File: config.mk
export PLATFORM = sky130hd
export DESIGN_NAME = rnn_seq_serializer
export DESIGN_NICKNAME = d
export VERILOG_FILES = /design/src/rtl/rnn_seq_serializer.sv
export SDC_FILE = /design/constraint.sdc
export NUM_CORES = 1
export LEC_CHECK = 0
export ABC_AREA = 1
export CELL_PAD_IN_SITES_DETAIL_PLACEMENT = 1
export CELL_PAD_IN_SITES_GLOBAL_PLACEMENT = 1
export CORE_UTILIZATION = 38
export DETAILED_ROUTE_END_ITERATION = 12
export PLACE_DENSITY_LB_ADDON = 0.25
export SETUP_SLACK_MARGIN = 0.3
export SYNTH_ARGS = -nofsm -noshare
export SYNTH_HDL_FRONTEND = slang
export SYNTH_SLANG_ARGS = --single-unit
File: constraint.sdc
create_clock -name clk -period 4.4 [get_ports clk]
set_clock_uncertainty 0.2 [all_clocks]
set_input_delay 0.88 -clock clk [delete_from_list [all_inputs] [get_ports clk]]
set_output_delay 0.88 -clock clk [all_outputs]
set_load 0.05 [all_outputs]
File: src/rtl/rnn_seq_serializer.sv
// rnn_seq_serializer: snapshots a parallel RNN result vector and streams it one element per beat
// with valid/ready and last. Define RNN_SER_BACK_TO_BACK_EN to allow a new capture on the final beat.
module rnn_seq_serializer #(
  parameter int DATA_WIDTH      = 16,
  parameter int SEQUENCE_LENGTH = 32,
  parameter int IDX_W           = $clog2(SEQUENCE_LENGTH)
) (
  input  logic                  clk,
  input  logic                  rst_n,
  input  logic                  seq_valid,
  output logic                  seq_ready,
  input  logic [DATA_WIDTH-1:0] seq_data [SEQUENCE_LENGTH-1:0],
  output logic                  out_valid,
  input  logic                  out_ready,
  output logic [DATA_WIDTH-1:0] out_data,
  output logic                  out_last,
  output logic [IDX_W-1:0]      out_index,
  output logic                  busy,
  output logic                  seq_done,
  output logic [15:0]           seq_count
);
  typedef enum logic {IDLE, STREAM} state_t;
  localparam logic [IDX_W-1:0] LAST_IDX = IDX_W'(SEQUENCE_LENGTH - 1);
  state_t                state_q, state_d;
  logic [IDX_W-1:0]      idx_q, idx_d;
  logic [DATA_WIDTH-1:0] data_q [SEQUENCE_LENGTH-1:0];
  logic [DATA_WIDTH-1:0] data_d [SEQUENCE_LENGTH-1:0];
  logic                  done_q, done_d;
  logic [15:0]           cnt_q, cnt_d;
  logic                  xfer, cap;
  assign out_valid = state_q == STREAM;
  assign busy      = out_valid;
  assign out_index = idx_q;
  assign out_data  = data_q[idx_q];
  assign out_last  = out_valid && idx_q == LAST_IDX;
  assign seq_done  = done_q;
  assign seq_count = cnt_q;
  assign xfer      = out_valid && out_ready;
`ifdef RNN_SER_BACK_TO_BACK_EN
  assign seq_ready = rst_n && (!out_valid || (xfer && out_last));
`else
  assign seq_ready = rst_n && !out_valid;
`endif
  assign cap = seq_valid && seq_ready;
  // next state: capture wins over the final-beat return to IDLE so back-to-back stays in STREAM
  always_comb begin
    done_d  = xfer && out_last;
    state_d = cap ? STREAM : done_d ? IDLE : state_q;
    idx_d   = (cap || done_d) ? '0 : xfer ? idx_q + IDX_W'(1) : idx_q;
    cnt_d   = cnt_q + 16'(done_d);
    data_d  = data_q;
    if (cap) data_d = seq_data;
  end
  // state register with synchronous active-low reset clearing the snapshot buffer
  always_ff @(posedge clk) begin
    if (!rst_n) begin
      state_q <= IDLE;
      idx_q   <= '0;
      data_q  <= '{default: '0};
      done_q  <= 1'b0;
      cnt_q   <= '0;
    end else begin
      state_q <= state_d;
      idx_q   <= idx_d;
      data_q  <= data_d;
      done_q  <= done_d;
      cnt_q   <= cnt_d;
    end
  end
endmodule

== Yosys cells after proc, flatten, opt, wreduce, memory -nomap -nowiden ==
Index checks and enable logic that the tools add are counted.
Storage, ports and cells
  word-level logic and storage cells: 54
  output and inout bits: 42
  input port bits: 516
  register bits after elaboration: 535
Operators by class
  $lt $le $gt $ge: 1
  eq/ne operators: 1
  reduce and logical (&&, ||, !) cells: 9
  muxes and demuxes: 4
  bitwise gates (word level): 1
  add/sub/neg operators: 2
Operators by type and width (number)
  $bmux 16 s5: 1
  $add 16x1->16: 1
  $mux 16: 1
  $lt 5x6->1 const B: 1
  $add 5x1->5 const B: 1
  $eq 5x5->1 const B: 1
  $logic_and 1x1->1: 5
  $mux 1: 2
  $reduce_bool 2->1: 1
  $reduce_or 2->1: 1
  $logic_not 1->1: 1
  $logic_or 1x1->1: 1
  $not 1->1: 1

== Logic depth before layout (Yosys ltp) ==
  word-level depth: 5
  mapped depth: 14
  gate-level depth less buffers: 14

== Worst setup path before layout ==
Ideal clock, no wire load.
  path kind: reg-to-output
  start: register idx_q[0] (netlist: out_index[0])
  end: output out_data[10]
  cell stages (with the launch flop): 12
  path buffers: 3
  setup slack: 1296 ps
  required time: 3320 ps
  arrival: 2024 ps
  path through: dfxtp_1 buf_4 buf_2 clkbuf_1 nand2_1 nand3_1 nand3_1 nand2_1 nand2_1 nand2_1 nand2_1 inv_1
Between the ends
  cells in the longest elaborated chain, start to end: 2
Ends and longest elaborated chain
  from (decl): RTL line 25  | logic [IDX_W-1:0] idx_q, idx_d;
  from (signal assigned): RTL line 64  | idx_q <= idx_d;
  $bmux 16 s5: RTL line 34  | assign out_data = data_q[idx_q];
  $mux 16 (implied by the code): RTL line 34
  to (decl): RTL line 15  | output logic [DATA_WIDTH-1:0] out_data,
No other way between the ends. The select of a mux whose other input is x is not followed.

== Final worst setup path ==
  start: register idx_q[0] (netlist: out_index[0])
  end: output out_data[8]
Same word-level chain as after synthesis.

==> summary.txt <==
Worst setup path
  – CP max stage delay: 440 ps
  – R2R Setup Slk: 1040 ps
  – CP Max Fanout: 106
  – Worst endpoint required time: 3320 ps
  – Slowest-stage cell, CP: dfxtp_4
  – Worst R2R Start: out_index[0]
  – Crit-path most repeated cell: nand2_1
  – R2r endpoint: seq_count[10]
  – Kind of start point of the critical path: register
  – Crit path kind: register to output port
  – Critical path cell sequence: buf_12 > nand2_1 > nand3_1 > nand3_1 > nand2_1 > nand2_1 > nand2_1 > nand2_1 > inv_1 > buf_12
  – R2R cell count: 14
  – Critical path capture point type: output port
  – Worst Path Buf+Inv: 3
  – CP top delay family: simple AND/OR/NAND/NOR gates
  – Crit path arrival time: 2930 ps

Clock tree
  – Post-CTS Setup Inserts: 0
  – Max Root-Sink Buffers: 3
  – CTS buffer count: 59
  – H-tree Lvls: 2
  – Worst-Skew Late Latency: 620 ps
  – Clk pin slew, worst setup/hold paths: 70 ps
  – Clk sinks: 535
  – CTS root buffer: clkbuf_16
  – CTS tree: yes

Floorplan
  – Die Width: 252 um
  – Initial core utilization: 0.384
  – Chip Height: 252 um
  – Die area: 63300 um^2
  – Core area: 61600 um^2
  – Top-level I/O count: 558
  – Row cnt: 91

Placement
  – PortBufs: 557
  – Detailed Place HPWL: 71800 um
  – RD Place Congestion: 0.851

Synth
  – Ys async rst share: 0
  – Seq/Total Area, Yosys: 0.452
  – Yosys cell types: 21
  – Count leader, synth: nand2_1
  – Top FF cell, synth: dfxtp_1
  – Main area contributors after synthesis: dfxtp_1 (45%), nand2_1 (26%), nand3_1 (17%)
  – Post-synth top area share: 0.452
  – #FFs+latches synth: 535
  – Post-Syn Nets: 4114
  – Yosys warns: 0
  – Synth cell count leaders: nand2_1 (1641), nand3_1 (812), dfxtp_1 (535), buf_2 (151), nor2_1 (114)
  – Avg Inst Size Synth: 6.59 um^2
  – Syn Inst Count: 3594
  – Mapped cell area: 23700 um^2
  – Synth area leader: dfxtp_1
  – Post-synth EDFFs: 0

Run status
  – Outcome: finished, final reports clean

Drt
  – Vias: 25400
  – Drt wl/cell: 20.8 um
  – Post-Route WL: 101000 um
  – Routed vias/inst: 5.24
  – Antenna-violating nets left: 0
  – Drt first pass iters: 5
  – Number of remaining DRC errors: 0
  – Iteration-0 DRC Markers: 1996

STA
  – Min Tclk post-route: 4010 ps
  – Final setup viols: 0
  – Min Hold Slack: 251 ps
  – RSZ-0062 raised after global routing: yes
  – Slew @ Worst Pin: 1200 ps
  – Endpoints failing hold: 0
  – F_max: 0.249 GHz
  – Slew headroom: 0.199
  – Period utilization: 0.912
  – Setup tns final: 0 ps
  – Slew Viols, Final: 0

GRT
  – Initial antenna violation count: 8
  – Total GRT Usage: 0.310
  – GRT overflow: 0
  – Vias in the first global route: 25100
  – Global-route wire length before repair: 150000 um
  – Largest net degree at the start of global routing: 213

Power and ir drop
  – P_leak: 0.0142 uW
  – Worst IR Drop VDD: 0.288 mV
  – P per Cell Area: 381 nW/um^2

Final layout
  – Share of layout cells above drive strength 1: 0.0367
  – Final nets: 4491
  – Layout area overhead: 33.0%
  – Final Util: 0.511

Hold path
  – Worst Hold Launch: data_q[468]
  – Worst min-delay path class: register to register
  – Hold Path Cell Cnt: 2
  – Hold Path End: data_q[468]

Run
  – Max-cap viol count: 0
cell families (layout without fill, tap and decap cells):
| kind of cell | after synthesis | after routing | synth area share |
|---|---|---|---|
| XOR/XNOR | 3 | 3 | 0.00111 |
| AND/OR/NAND/NOR | 2580 | 2580 | 0.453 |
| adder cells (fa/ha/maj) | 4 | 4 | 0.00211 |
| buffers and inverters | 354 | 769 | 0.0668 |
| flip-flops | 535 | 535 | 0.452 |
| other | 0 | 5 | 0 |
| AO/OA/AOI/OAI | 118 | 118 | 0.0249 |
what timing repair did:
item,in CTS,in global routing
hold buffers,0,0
setup endpoints to repair,3,2
gates resized for setup,2,1
worst min-delay path, cell delays in order, from the launching register on:
cell	delay [ps]
dfxtp_1	300
inv_1	50
a21oi_1	50
stage by stage:
stage               cells  total power (uW)  area, um^2  setup WS, ps
floorplan            3594              6380       23700          1300
global placement     4747              7310       29700           955
detailed placement   4747              7350       29700           819
CTS                  4846             12100       31500           371
global route         4851             12400       31500           298
finish               4851             12000       31500           389
cells in the final DEF, fill, tap and decap left out, drive strengths merged, types with 2 or more instances in the layout:
cell / count
nand2: 1642
nand3: 812
clkdlybuf4s50: 539
dfxtp: 535
nor2: 115
clkbuf: 88
inv: 75
a21oi: 62
o21ai: 56
buf: 54
clkinv: 12
nor3: 6
diode: 5
nand4: 5
ha: 4
xor2: 2
flip-flops by register name, indices dropped and copies added (netlist names):
signal     count
data_q       512
seq_done       1
out_index      5
busy           1
seq_count     16
worst max path at each step:
stage	to	slack (ps)	cells after the start	startpoint
CTS	out_last	370	8	out_index[0]
finish	out_data[8]	390	10	out_index[0]
global placement	seq_count[10]	960	10	out_ready
floorplan	out_data[10]	1300	11	out_index[0]
global route	out_data[5]	300	11	out_index[0]
detailed placement	seq_count[10]	820	10	out_ready
layout make-up:
class                      count  area (um^2)
multi-input combinational   2705        11400
clock buffer                  88         1740
fill                        7897        30100
inverter                      76          308
tap                          837         1050
clock inverter                11         55.1
timing repair buffer         594         6200
antenna                        5         12.5
sequential                   535        10700
power by group:
group,switching (uW),internal [uW]
Clock,2030,2690
Combinational,1040,796
Sequential,205,5220
routing by layer:
metal  vias up  share of wire  wire [um]  GRT usage
met5         -        0.00039         39          0
met2       767           0.48      48100      0.517
li1      12200              -          -          -
met3       159          0.051       5160     0.0393
met4         6          0.041       4150      0.134
met1     12300           0.43      43400      0.401
Power figures use the tool's default switching activity.
